==> config.mk <==
export PLATFORM = sky130hd
export DESIGN_NAME = uart_tx_arbiter
export DESIGN_NICKNAME = d
export VERILOG_FILES = /design/src/rtl/uart_tx_arbiter.sv
export SDC_FILE = /design/constraint.sdc
export NUM_CORES = 1
export LEC_CHECK = 0
export ABC_AREA = 1
export CORE_MARGIN = 8
export CORE_UTILIZATION = 45
export DETAILED_ROUTE_END_ITERATION = 16
export PLACE_DENSITY = 0.85
export REMOVE_ABC_BUFFERS = 1
export SLEW_MARGIN = 5
export SYNTH_ARGS = -nofsm -noshare
export SYNTH_HDL_FRONTEND = slang
export SYNTH_SLANG_ARGS = --single-unit
==> constraint.sdc <==
create_clock -name clk -period 2.4 [get_ports clk]
set_input_delay 0.48 -clock clk [delete_from_list [all_inputs] [get_ports clk]]
set_output_delay 0.48 -clock clk [all_outputs]
set_load 0.05 [all_outputs]
==> src/rtl/uart_tx_arbiter.sv <==
// Purpose: round-robin share of one UART transmitter between NUM_REQ byte producers, granted per message.
// Latency: request to first tx_valid is 1 cycle from IDLE; bytes pass combinationally within a grant; 1 bubble between grants.
// Backpressure: tx_ready is routed straight to the owner's req_ready; every other requester sees req_ready=0.
module uart_tx_arbiter #(
  parameter int NUM_REQ      = 4,
  parameter int DATA_WIDTH   = 8,
  parameter int MAX_BURST    = 4,
  parameter int IDLE_TIMEOUT = 8
) (
  input  logic                          clk,
  input  logic                          rst,
  input  logic [NUM_REQ-1:0]            req_valid,
  input  logic [NUM_REQ*DATA_WIDTH-1:0] req_data,
  input  logic [NUM_REQ-1:0]            req_last,
  input  logic [NUM_REQ-1:0]            req_error,
  input  logic [NUM_REQ-1:0]            req_parity_per_byte,
  output logic [NUM_REQ-1:0]            req_ready,
  output logic                          tx_valid,
  output logic [DATA_WIDTH-1:0]         tx_data,
  output logic                          tx_error,
  output logic                          tx_parity_per_byte,
  input  logic                          tx_ready,
  output logic [$clog2(NUM_REQ)-1:0]    grant_id,
  output logic                          busy
);

  localparam int GW = $clog2(NUM_REQ);

  typedef enum logic {
    IDLE  = 1'b0,
    GRANT = 1'b1
  } state_t;

  state_t                state;
  state_t                state_nxt;
  logic [GW-1:0]         last_grant;
  logic [GW-1:0]         sel;
  logic [GW-1:0]         cand;
  logic                  found;
  logic [7:0]            burst_cnt;
  logic [7:0]            idle_cnt;
  logic [DATA_WIDTH-1:0] req_bytes [NUM_REQ];
  logic                  owner_valid;
  logic                  owner_last;
  logic                  xfer;
  logic                  burst_hit;
  logic                  idle_hit;
  logic                  release_grant;

  // Unpack the flat byte bus so the owner's byte can be picked by index.
  always_comb begin
    for (int i = 0; i < NUM_REQ; i++) begin
      req_bytes[i] = req_data[i*DATA_WIDTH +: DATA_WIDTH];
    end
  end

  // Round-robin search: first valid requester after last_grant, wrapping.
  always_comb begin
    sel   = last_grant;
    cand  = last_grant;
    found = 1'b0;
    for (int k = 1; k <= NUM_REQ; k++) begin
      cand = GW'((int'(last_grant) + k) % NUM_REQ);
      if (!found && req_valid[cand]) begin
        found = 1'b1;
        sel   = cand;
      end
    end
  end

  // Owner-side handshake and the three release conditions.
  assign owner_valid   = req_valid[grant_id];
  assign owner_last    = req_last[grant_id];
  assign xfer          = (state == GRANT) && owner_valid && tx_ready;
  assign burst_hit     = xfer && (burst_cnt >= 8'(MAX_BURST - 1));
  assign idle_hit      = (state == GRANT) && !owner_valid && (idle_cnt >= 8'(IDLE_TIMEOUT - 1));
  assign release_grant = (xfer && owner_last) || burst_hit || idle_hit;

  // State register.
  always_ff @(posedge clk) begin
    if (rst) begin
      state <= IDLE;
    end else begin
      state <= state_nxt;
    end
  end

  // Next-state: leave IDLE on any request, leave GRANT on release (a single release even if several causes coincide).
  always_comb begin
    state_nxt = state;
    case (state)
      IDLE:    if (found) state_nxt = GRANT;
      GRANT:   if (release_grant) state_nxt = IDLE;
      default: state_nxt = IDLE;
    endcase
  end

  // Owner index and priority pointer; grant_id keeps the last owner while idle.
  always_ff @(posedge clk) begin
    if (rst) begin
      grant_id   <= '0;
      last_grant <= GW'(NUM_REQ - 1);
    end else begin
      if (state == IDLE && found) begin
        grant_id <= sel;
      end
      if (state == GRANT && release_grant) begin
        last_grant <= grant_id;
      end
    end
  end

  // Burst and idle counters: cleared outside a grant and on release, saturating at 8'hFF.
  always_ff @(posedge clk) begin
    if (rst || state == IDLE || release_grant) begin
      burst_cnt <= '0;
      idle_cnt  <= '0;
    end else begin
      if (xfer && burst_cnt != 8'hFF) begin
        burst_cnt <= burst_cnt + 8'd1;
      end
      if (owner_valid) begin
        idle_cnt <= '0;
      end else if (idle_cnt != 8'hFF) begin
        idle_cnt <= idle_cnt + 8'd1;
      end
    end
  end

  // Outputs: zero in IDLE, combinational pass-through of the owner in GRANT.
  always_comb begin
    req_ready          = '0;
    tx_valid           = 1'b0;
    tx_data            = '0;
    tx_error           = 1'b0;
    tx_parity_per_byte = 1'b0;
    busy               = 1'b0;
    if (state == GRANT) begin
      busy                = 1'b1;
      tx_valid            = owner_valid;
      tx_data             = req_bytes[grant_id];
      tx_error            = req_error[grant_id];
      tx_parity_per_byte  = req_parity_per_byte[grant_id];
      req_ready[grant_id] = tx_ready;
    end
  end

endmodule

==> out/results.ini, run 1 <==
[status]
status = completed

[cells_and_area]
diodes = 0
layout-drive-gt1-share = 0.165
final_nets = 357
final_area_um2 = 2450
syn_to_final_growth_pct = 59.0
utilization = 0.741

[clock_tree]
clock-root-buffer = clkbuf_4
cts_htree_levels = 1
clock_path_buffers = 2
cts_tree = done
ctsResizeCount = 0
cts_made_buffers = 3
hold_buffers = 0
clk_latency_ps = 320
cts.reportedPaths.clkPinSlew_ps = 120
cts_sinks = 21
cts_setup_buffers = 0

[timing]
rsz0062_at_grt = no
setup_viol = 0
fin_crit_sh = 0.926
holdWs_ps = 490
fmax_mhz = 450
setup_ws_ps = 177
fin_setup_tns_ps = 0
worst_pin_slew_ps = 535
post-route-min-period_ps = 2220
finalHoldViolCount = 0
fin_worst_skew_ps = 9.43
relSlewSlack = 0.642
slew_violations = 0

[logic_synthesis]
avgSynthCellArea_um2 = 6.63
netlist.area_leader.share = 0.272
synth_top_flop_cell = dfxtp_1
yosys_warnings = 0
yosysTopAreaCell = dfxtp_1
synth_cells = 233
synth_edf_count = 0
async_flop_share = 0
synth_area_leaders = dfxtp_1, nand2_1, a22oi_1
yosysSeqAreaShare = 0.272
netlist_area_um2 = 1540
synth_most_common_cell = nand2_1
synth_common_cells = nand2_1, dfxtp_1, inv_1, nor2_1, nand3_1
ys_types = 30
synth-seq-cells = 21

[drt]
vias = 1794
postRouteAntennaNets = 0
via_per_inst = 5.14
avgRoutedWirePerCell_um = 13.8
wirelength_um = 4800
first_iter_violations = 137
drc = 0
drt-pass1-iter-count = 4

[critical_path]
r2r_cells = 9
critical_path.slowest_cell = clkdlybuf4s50_1
end_kind = primary output
worst-path-max-fanout = 4
cp_slowest_stage_delay_ps = 500
crit_path_start_kind = input pin
path_cells = clkdlybuf4s50_1, inv_1, o22ai_4, nor2_8, nor2_1, buf_12
r2r_end = state
r2r_start = grant_id[0]
crit_type = input pin to primary output
reg2reg_slack_ps = 730
required_ps = 1920
arrival_ps = 1740

[global_routing]
overflow = 0
antenna_found_initial = 0
grt_pass1_wl_um = 8180
first_global_vias = 1851
grt_start_max_net_pins = 14
grt_usage = 0.187

[floorplanning]
die_w_um = 74.6
fp.dieH_um = 74.6
die_area_um2 = 5560
core-area_um2 = 3310
io_pins = 69
fp-row-count = 21
start_util = 0.466

[worst_hold_path]
min_path_cells = 2
hp-start = burst_cnt[4]
hold_path_class = flop to flop
worst_hold_path.endpoint = burst_cnt[4]

[placement]
gp_congestion = 0.826
pre_cts_ws_ps = 175
hpwl_um = 4040
io_buffers = 68
dpl_cell_area_um2 = 2430

[run]
drv_cap = 0

[pwr]
p_leak_nw = 1.00
max-vdd-ir-drop_uv = 531
power.density_nw_per_um2 = 953

==> registers in the layout, summed over array words and instances, names as in the netlist <==
| signal | count |
|---|---|
| burst_cnt | 8 |
| grant_id | 2 |
| idle_cnt | 8 |
| last_grant | 2 |
| state | 1 |
==> where the power goes <==
part,total [W],internal [W],switching (W),leakage (nW)
clock,0.000176,0.0000624,0.000113,0.0177
combinational,0.00167,0.000676,0.000998,0.812
sequential,0.000490,0.000394,0.0000962,0.172
==> through the flow <==
| stage | cells | power (W) |
|---|---|---|
| floorplan | 230 | 0.00148 |
| global placement | 345 | 0.00215 |
| detailed placement | 345 | 0.00218 |
| CTS | 349 | 0.00235 |
| global route | 349 | 0.00249 |
| finish | 349 | 0.00234 |
==> area by class of cell <==
type,count,area [um^2]
Clock buffer,3,22.5
Clock inverter,1,5.00
Fill cell,278,856
Inverter,27,101
Multi-Input combinational cell,182,1010
Sequential cell,21,422
Tap cell,46,57.6
Timing Repair Buffer,69,838
==> worst max-delay path by stage <==
| stage | start | endpoint | slack, ps | cells after the start |
|---|---|---|---|---|
| floorplan | grant_id[1] | tx_data[0] | -140 | 3 |
| global placement | req_valid[3] | tx_valid | 190 | 6 |
| detailed placement | req_valid[3] | tx_valid | 170 | 6 |
| CTS | grant_id[1] | tx_error | 130 | 5 |
| global route | grant_id[0] | tx_data[5] | 40 | 5 |
| finish | req_valid[3] | tx_valid | 180 | 6 |
==> cell usage in the layout, fill, tap and decap left out, types with 2 or more instances in the layout <==
master           instances
a21oi_1                  4
a21oi_2                  7
a22oi_1                 11
a31oi_1                 11
buf_12                  15
clkbuf_4                 3
clkdlybuf4s50_1         53
conb_1                   4
dfxtp_1                 20
ha_1                     2
inv_1                   20
inv_2                    6
nand2_1                 72
nand2_2                  6
nand3_1                 16
nand3_2                  2
nand3b_1                 2
nand4_1                  5
nor2_1                  20
nor2_8                   2
nor3_1                   5
o211ai_1                 2
o21ai_0                  2
xor2_1                   3
==> critical path, delay by kind of cell <==
kind                   cells  cell delay [ps]
AOI/OAI and AO/OA          1              240
and+or+nand+nor            2              250
buffers and inverters      3              770
==> routing by layer <==
metal,share of wire,vias to the layer above,track usage
met1,0.37,786,0.195
met3,0.15,4,0.113
met4,0.0092,0,0.0609
met2,0.47,93,0.304
li1,-,911,-
met5,0,-,0
==> cell families (layout without fill, tap and decap cells) <==
group	after synthesis	count (layout)	synth area share
and+or+nand+nor	134	134	0.425
buffers and inverters	33	100	0.0818
adders and majority gates	2	2	0.0162
other	1	4	0.00243
xor gates and xnor gates	3	3	0.0170
DFF	21	21	0.272
AOI/OAI and AO/OA	39	39	0.186
Note: power is estimated with default switching activity, not from simulation.
==> run 2: changes to the inputs <==
--- a/config.mk
+++ b/config.mk
@@ -9,6 +9,7 @@
 export CORE_MARGIN = 8
 export CORE_UTILIZATION = 45
 export DETAILED_ROUTE_END_ITERATION = 16
+export GPL_TIMING_DRIVEN = 0
 export PLACE_DENSITY = 0.85
 export REMOVE_ABC_BUFFERS = 1
 export SLEW_MARGIN = 5
==> run 2 against run 1 <==
  * Sequential power hardly changed
  * Utilization decreased by 5.1 points
  * Clock-buffer cell count stayed put
  * First-iteration DRC count is 6.6% higher
  * Clock skew shrank 6.8 ps
  * Non-clock buffer count is 1 lower
  * Via count shrank 1.9%
  * Maximum frequency fell by 2.8%
  * Cell count down 0.29%
  * Die area stayed put
  * Largest cell class unchanged
  * Largest power group unchanged
==> out/results.ini, run 2 (same netlist as run 1, synthesis figures left out) <==
[timing]
finalHoldViolCount = 0  ; unchanged
rsz0062_at_grt = no
fin_setup_tns_ps = 0  ; unchanged
setup_viol = 0  ; unchanged
fin_crit_sh = 0.953  ; +0.0269
post-route-min-period_ps = 2290  ; +64.7 ps
slew_violations = 0  ; unchanged
fin_worst_skew_ps = 2.63  ; -6.80 ps
relSlewSlack = 0.631  ; -0.0113
worst_pin_slew_ps = 552  ; +16.9 ps
holdWs_ps = 495  ; +4.75 ps
fmax_mhz = 437  ; -2.8%
setup_ws_ps = 113  ; -64.7 ps

[floorplanning]
fp-row-count = 21  ; unchanged
io_pins = 69  ; unchanged
fp.dieH_um = 74.6  ; unchanged
die_w_um = 74.6  ; unchanged
core-area_um2 = 3310  ; unchanged
die_area_um2 = 5560  ; unchanged
start_util = 0.466  ; unchanged

[pwr]
max-vdd-ir-drop_uv = 597  ; +12%
p_leak_nw = 0.954  ; -4.8%
power.density_nw_per_um2 = 902  ; -5.4%

[clock_tree]
clock-root-buffer = clkbuf_4
cts_htree_levels = 1  ; unchanged
cts_setup_buffers = 0  ; unchanged
cts_sinks = 21  ; unchanged
clock_path_buffers = 2  ; unchanged
clk_latency_ps = 310  ; about the same
cts_tree = done
cts_made_buffers = 3  ; unchanged
cts.reportedPaths.clkPinSlew_ps = 120  ; about the same

[global_routing]
overflow = 0  ; unchanged
grt_start_max_net_pins = 14  ; unchanged
grt_pass1_wl_um = 8100  ; -0.93%
grt_usage = 0.186  ; -0.000980
antenna_found_initial = 0  ; unchanged
first_global_vias = 1876  ; +1.4%

[drt]
first_iter_violations = 146  ; +6.6%
via_per_inst = 5.06  ; -1.6%
vias = 1760  ; -1.9%
drt-pass1-iter-count = 4  ; unchanged
postRouteAntennaNets = 0  ; unchanged
wirelength_um = 4730  ; -1.4%
drc = 0  ; unchanged
avgRoutedWirePerCell_um = 13.6  ; -1.2%

[cells_and_area]
layout-drive-gt1-share = 0.156  ; -0.00939
nFillCells = 304  ; +9.4%
final_area_um2 = 2290  ; -6.8%
diodes = 0  ; unchanged
regArea_um2 = 423  ; +0.30%
largestRegisters = burst_cnt x8, idle_cnt x8
multi_input_area_um2 = 1020  ; +0.74%
final_common_cell = nand2_1
final_nets = 356  ; -0.28%
syn_to_final_growth_pct = 48.1
mostFrequentLayoutCells = nand2_1, clkdlybuf4s50_1, inv_1, nor2_1, dfxtp_1
final_cells = 348  ; -0.29%

[run]
drv_cap = 0  ; unchanged

[critical_path]
reg2reg_slack_ps = 710  ; -20 ps
worst-path-max-fanout = 5  ; +1
crit_type = input pin to primary output
r2r_start = burst_cnt[0]
crit_path_start_kind = input pin
arrival_ps = 1810  ; +70 ps
r2r_cells = 7  ; -2
end_kind = primary output
required_ps = 1920  ; about the same
r2r_end = burst_cnt[3]

[worst_hold_path]
hold_path_class = flop to flop
min_path_cells = 2  ; unchanged
worst_hold_path.endpoint = burst_cnt[6]
hp-start = burst_cnt[6]

[placement]
gp_congestion = 0.802  ; -3.0%
pre_cts_ws_ps = -459  ; -633 ps
hpwl_um = 3820  ; -5.4%
io_buffers = 68  ; unchanged
dpl.cell_count = 344  ; -0.29%
dpl_cell_area_um2 = 2270  ; -6.5%

[status]
status = completed

-- run 2: cell types whose count changed in the layout (fill, tap and decap cells not counted), sizes merged --
| cell | change |
|---|---|
| buf | -12 |
| dlygate4sd2 | +4 |
| clkdlybuf4s15 | +5 |
| clkdlybuf4s18 | +2 |
-- run 2: worst max path at each step --
| stage | startpoint | endpoint | slack [ps] | depth (start not counted) |
|---|---|---|---|---|
| after floorplan | grant_id[1] | tx_data[0] | -140 | 3 |
| after global placement | grant_id[1] | tx_data[6] | -460 | 4 |
| after CTS | req_valid[3] | tx_valid | 10 | 6 |
| after global routing | grant_id[1] | tx_data[5] | 5 | 5 |
| after detailed placement | grant_id[1] | tx_data[6] | -460 | 4 |
| final | tx_ready | req_ready[2] | 110 | 4 |
-- run 2: stage by stage --
stage,utilization,total power [W]
finish,0.691,0.00206
global route,0.691,0.00222
CTS,0.699,0.00209
detailed placement,0.685,0.00193
global placement,0.685,0.00191
floorplan,-,0.00148
-- run 2: cell type report --
type	count	area share
clock buffer	3	0.00985
tap	46	0.0252
sequential	21	0.185
clock inverter	1	0.00219
timing repair buffer	68	0.289
multi-input combinational	182	0.444
inverter	27	0.0443
-- run 2: timing repair --
action	CTS	global route
endpoints found under the setup margin	15	6
gates resized for setup	51	10
hold endpoints to repair	0	0
hold buffers	0	0
-- run 2: critical path: stages --
cell and delay (ps):
clkdlybuf4s50_1 480, nand2_2 130, nor2_1 160, dlygate4sd2_1 560
-- run 2: power breakdown --
group | leakage, nW | internal (W) | switching [W] | total, W
sequential | 0.173 | 0.000396 | 0.0000952 | 0.000491
clock | 0.0177 | 0.0000622 | 0.000111 | 0.000173
combinational | 0.764 | 0.000455 | 0.000944 | 0.00140
total | 0.954 | 0.000913 | 0.00115 | 0.00206
-- run 2: layer usage --
layer | routed length (um) | track usage | part of all wire
met1 | 1840 | 0.194 | 0.39
met2 | 2200 | 0.300 | 0.47
met3 | 634 | 0.111 | 0.13
met4 | 57 | 0.0696 | 0.012
met5 | 0 | 0 | 0
==> run 3: changes to the inputs <==
--- a/config.mk
+++ b/config.mk
@@ -7,10 +7,10 @@
 export LEC_CHECK = 0
 export ABC_AREA = 1
 export CORE_MARGIN = 8
-export CORE_UTILIZATION = 45
+export CORE_UTILIZATION = 35
 export DETAILED_ROUTE_END_ITERATION = 16
 export GPL_TIMING_DRIVEN = 0
-export PLACE_DENSITY = 0.85
+export PLACE_DENSITY = 0.69
 export REMOVE_ABC_BUFFERS = 1
 export SLEW_MARGIN = 5
 export SYNTH_ARGS = -nofsm -noshare
==> run 3 against run 2 <==
  * Non-clock buffer count is the same
  * Register-to-register slack gained 40 ps
  * Clock skew grew 1.4 ps
  * Cell area grew 2.1%
==> out/results.ini, run 3 (same netlist as run 1, synthesis figures left out) <==
[status]
status = completed

[timing]
fin_crit_sh = 0.963  ; +0.0103
worst_pin_slew_ps = 526  ; -26.3 ps
setup_viol = 0  ; unchanged
relSlewSlack = 0.648  ; +0.0176
fin_worst_skew_ps = 4.05  ; +1.42 ps
post-route-min-period_ps = 2310  ; +24.8 ps
fmax_mhz = 433  ; -1.1%
finalHoldViolCount = 0  ; unchanged
fin_setup_tns_ps = 0  ; unchanged
rsz0062_at_grt = no
slew_violations = 0  ; unchanged

[drt]
first_iter_violations = 178  ; +22%
postRouteAntennaNets = 0  ; unchanged
wirelength_um = 4880  ; +3.1%
vias = 1769  ; +0.51%
via_per_inst = 5.00  ; -1.2%
drc = 0  ; unchanged
avgRoutedWirePerCell_um = 13.8  ; +1.4%
drt-pass1-iter-count = 4  ; unchanged

[placement]
dpl_cell_area_um2 = 2280  ; +0.33%
io_buffers = 68  ; unchanged
gp_congestion = 0.836  ; +4.2%
hpwl_um = 3940  ; +3.1%

[cells_and_area]
layout-drive-gt1-share = 0.152  ; -0.00331
final_common_cell = nand2_1
largestRegisters = burst_cnt x8, idle_cnt x8
nFillCells = 422  ; +39%
final_nets = 356  ; unchanged
syn_to_final_growth_pct = 51.3
final_area_um2 = 2340  ; +2.1%
mostFrequentLayoutCells = nand2_1, clkdlybuf4s50_1, inv_1, nor2_1, dfxtp_1
diodes = 0  ; unchanged

[clock_tree]
clock-root-buffer = clkbuf_8
cts_htree_levels = 1  ; unchanged
cts.reportedPaths.clkPinSlew_ps = 80  ; -40 ps
hold_buffers = 0  ; unchanged
cts_sinks = 21  ; unchanged
clk_latency_ps = 260  ; -50 ps
cts_setup_buffers = 0  ; unchanged
cts_made_buffers = 3  ; unchanged
clock_path_buffers = 2  ; unchanged
cts_tree = done

[floorplanning]
fp-row-count = 24  ; +14%
die_area_um2 = 6790  ; +22%
core-area_um2 = 4290  ; +30%
fp.dieH_um = 82.4  ; +11%
die_w_um = 82.4  ; +11%
start_util = 0.360  ; -0.107
io_pins = 69  ; unchanged

[run]
drv_cap = 0  ; unchanged

[critical_path]
crit_type = input pin to primary output
required_ps = 1920  ; about the same
crit_path_start_kind = input pin
arrival_ps = 1830  ; +20 ps
end_kind = primary output
worst-path-max-fanout = 5  ; unchanged

[global_routing]
grt_start_max_net_pins = 14  ; unchanged
first_global_vias = 1816  ; -3.2%
grt_pass1_wl_um = 8290  ; +2.3%
grt_usage = 0.153  ; -0.0325
overflow = 0  ; unchanged
antenna_found_initial = 0  ; unchanged

[pwr]
max-vdd-ir-drop_uv = 487  ; -18%
p_leak_nw = 0.949  ; -0.53%
power.density_nw_per_um2 = 917  ; +1.6%

[worst_hold_path]
hold_path_class = flop to flop

## run 3: changes by cell type in the layout (fill, tap and decap cells not counted), sizes merged
cell and change:
clkdlybuf4s15 +7, buf -3, clkdlybuf4s18 -2, dlygate4sd2 -2, clkbuf +1, clkinv -1
## run 3: final cells by class
cell class,count,area [um^2],share of cell area
multi-input cells,182,1020,0.435
well taps,52,65.1,0.0279
repair buffers,68,686,0.294
clock buffers,4,45.0,0.0193
flip-flops and latches,21,423,0.181
inverters,27,101,0.0434
## run 3: critical path, stage by stage
cell and delay, ps:
clkdlybuf4s50_1 500, nand2_2 140, nor2_1 180, clkdlybuf4s15_1 540
## run 3: stage by stage
step	utilization	setup WS, ps	cells	total power, W	hold slack (ps)
after CTS	0.543	4.14	354	0.00215	484
final	0.544	87.9	354	0.00214	485
after detailed placement	0.530	-444	350	0.00194	466
after floorplan	-	-140	230	0.00148	437
after global routing	0.544	0.288	354	0.00231	515
after global placement	0.530	-442	350	0.00192	452
## run 3: worst paths after layout
path / start / end / slack (ps) / depth (start not counted)
setup / recovery: tx_ready / req_ready[1] / 90 / 4
hold / removal: burst_cnt[6] / burst_cnt[6] / 490 / 2
setup reg to reg: burst_cnt[0] / burst_cnt[1] / 750 / 7
hold reg to reg: burst_cnt[6] / burst_cnt[6] / 490 / 2
## run 3: layer usage
layer  global-route usage  routed length (um)  vias up
met3               0.0887                 702        7
met4               0.0526                  80        0
met2                0.240                2140       79
li1                     -                   -      911
met1                0.170                1950      772
met5                    0                   0        -
## run 3: repair_timing
action / 4_1_cts / 5_1_grt
pin swaps: 0 / 0
setup endpoints to repair: 15 / 12
gates resized for setup: 52 / 3
## run 3: report_power, final
group	switching, W	total [W]	internal, W	leakage, nW
Clock	0.000114	0.000232	0.000118	0.0228
Sequential	0.0000968	0.000493	0.000396	0.173
Combinational	0.000947	0.00142	0.000470	0.753
==> RTL change (config.mk and constraints of run 2) <==
The parameter `DATA_WIDTH` goes from 8 to 9.
--- a/src/rtl/uart_tx_arbiter.sv
+++ b/src/rtl/uart_tx_arbiter.sv
@@ -3,7 +3,7 @@
 // Backpressure: tx_ready is routed straight to the owner's req_ready; every other requester sees req_ready=0.
 module uart_tx_arbiter #(
   parameter int NUM_REQ      = 4,
-  parameter int DATA_WIDTH   = 8,
+  parameter int DATA_WIDTH   = 9,
   parameter int MAX_BURST    = 4,
   parameter int IDLE_TIMEOUT = 8
 ) (
Ports: changed (resized req_data and tx_data); port bits go from 69 to 74. The function was not compared with the original's and may differ.
==> RTL change against run 2 <==
  * Synthesized cell count grew 5.2%
  * Sequential cell count stayed put
  * Sequential share of layout area is 0.92 points lower
  * Combinational power rose by 19%
  * Cell area up 5.9%
  * Setup slack got worse by 8.1 ps
  * Clock skew grew 1.4 ps
  * Via count grew 8.9%
  * Routed wire length increased by 7.7%
  * Highest routed layer unchanged
  * Synthesized area increased by 5.3%
  * Power rose by 15%
  * Final cell count rose by 4.9%
  * Fmax is 0.35% lower
==> RTL change: results (changes against run 2) <==
| Metric | Value |
|---|---|
| Status | `completed` |
| Sequential share of power | `22.4% (-1.4 points)` |
| Global Route Usage Sum | `17.4% (-1.2 points)` |
| Initial drt markers | `86 (-41%)` |
| Port bufs | `73 (+7.4%)` |
| Met2 usage | `32.1% (+2.1 points)` |
| Fin nets | `375 (+5.3%)` |
| Slew Limit Headroom | `65.6% (+2.6 points)` |
| Final Wtd Congestion | `0.820 (+2.3%)` |
| Grt met3 use | `5.31% (-5.7 points)` |
| Switch share | `57.5% (+1.7 points)` |
| Drt total wl | `5100 um (+7.7%)` |
| Maximum vdd drop | `560 uV (-6.2%)` |
| Routed wl met2 | `2590 um (+18%)` |
| Cell variety after synth | `34 (+13%)` |
| Post-layout util | `67.7% (-1.4 points)` |
| Met1 Resource Use GR | `18.4% (-0.97 points)` |
| Synth Area in Adders | `1.54% (-0.082 points)` |
| Hpwl dp | `4100 um (+7.1%)` |
| Sequential-to-total area share from yosys stat | `25.8% (-1.4 points)` |
| Placed instance area | `2390 um2 (+5.5%)` |
| First-pass GRT wire length | `8730 um (+7.8%)` |
| Comb pwr | `0.00167 W (+19%)` |
| Skew final | `3.99 ps (+1.35 ps)` |
| Post-synthesis compound-gate area fraction | `17.5% (-1.1 points)` |
| Inst Count DP | `361 (+4.9%)` |
| Fill count | `325 (+6.9%)` |
[RTL change: changes by cell type after synthesis, sizes merged, moves of 2 or more]
| cell | change |
|---|---|
| nand3 | +11 |
| inv | -5 |
| nand2 | +3 |
| o21ai | +3 |
| o211ai | -2 |
[RTL change: path summary, 6_finish.rpt]
kind | endpoint | slack [ps] | cells after the start
setup / recovery | req_ready[0] | 100 | 4
hold reg to reg | burst_cnt[6] | 480 | 2
setup reg to reg | state | 720 | 9
hold / removal | burst_cnt[6] | 480 | 2
[RTL change: cell type report]
class                      count  share of cell area (%)
tap                           48                    2.48
timing repair buffer          73                    29.7
sequential                    21                    17.6
clock buffer                   3                   0.930
inverter                      22                    3.46
clock inverter                 1                   0.310
multi-input combinational    197                    45.6
[RTL change: critical path: stages]
cell             delay [ps]
clkdlybuf4s50_1         470
nand2_2                 140
nor3_1                  150
dlygate4sd2_1           570
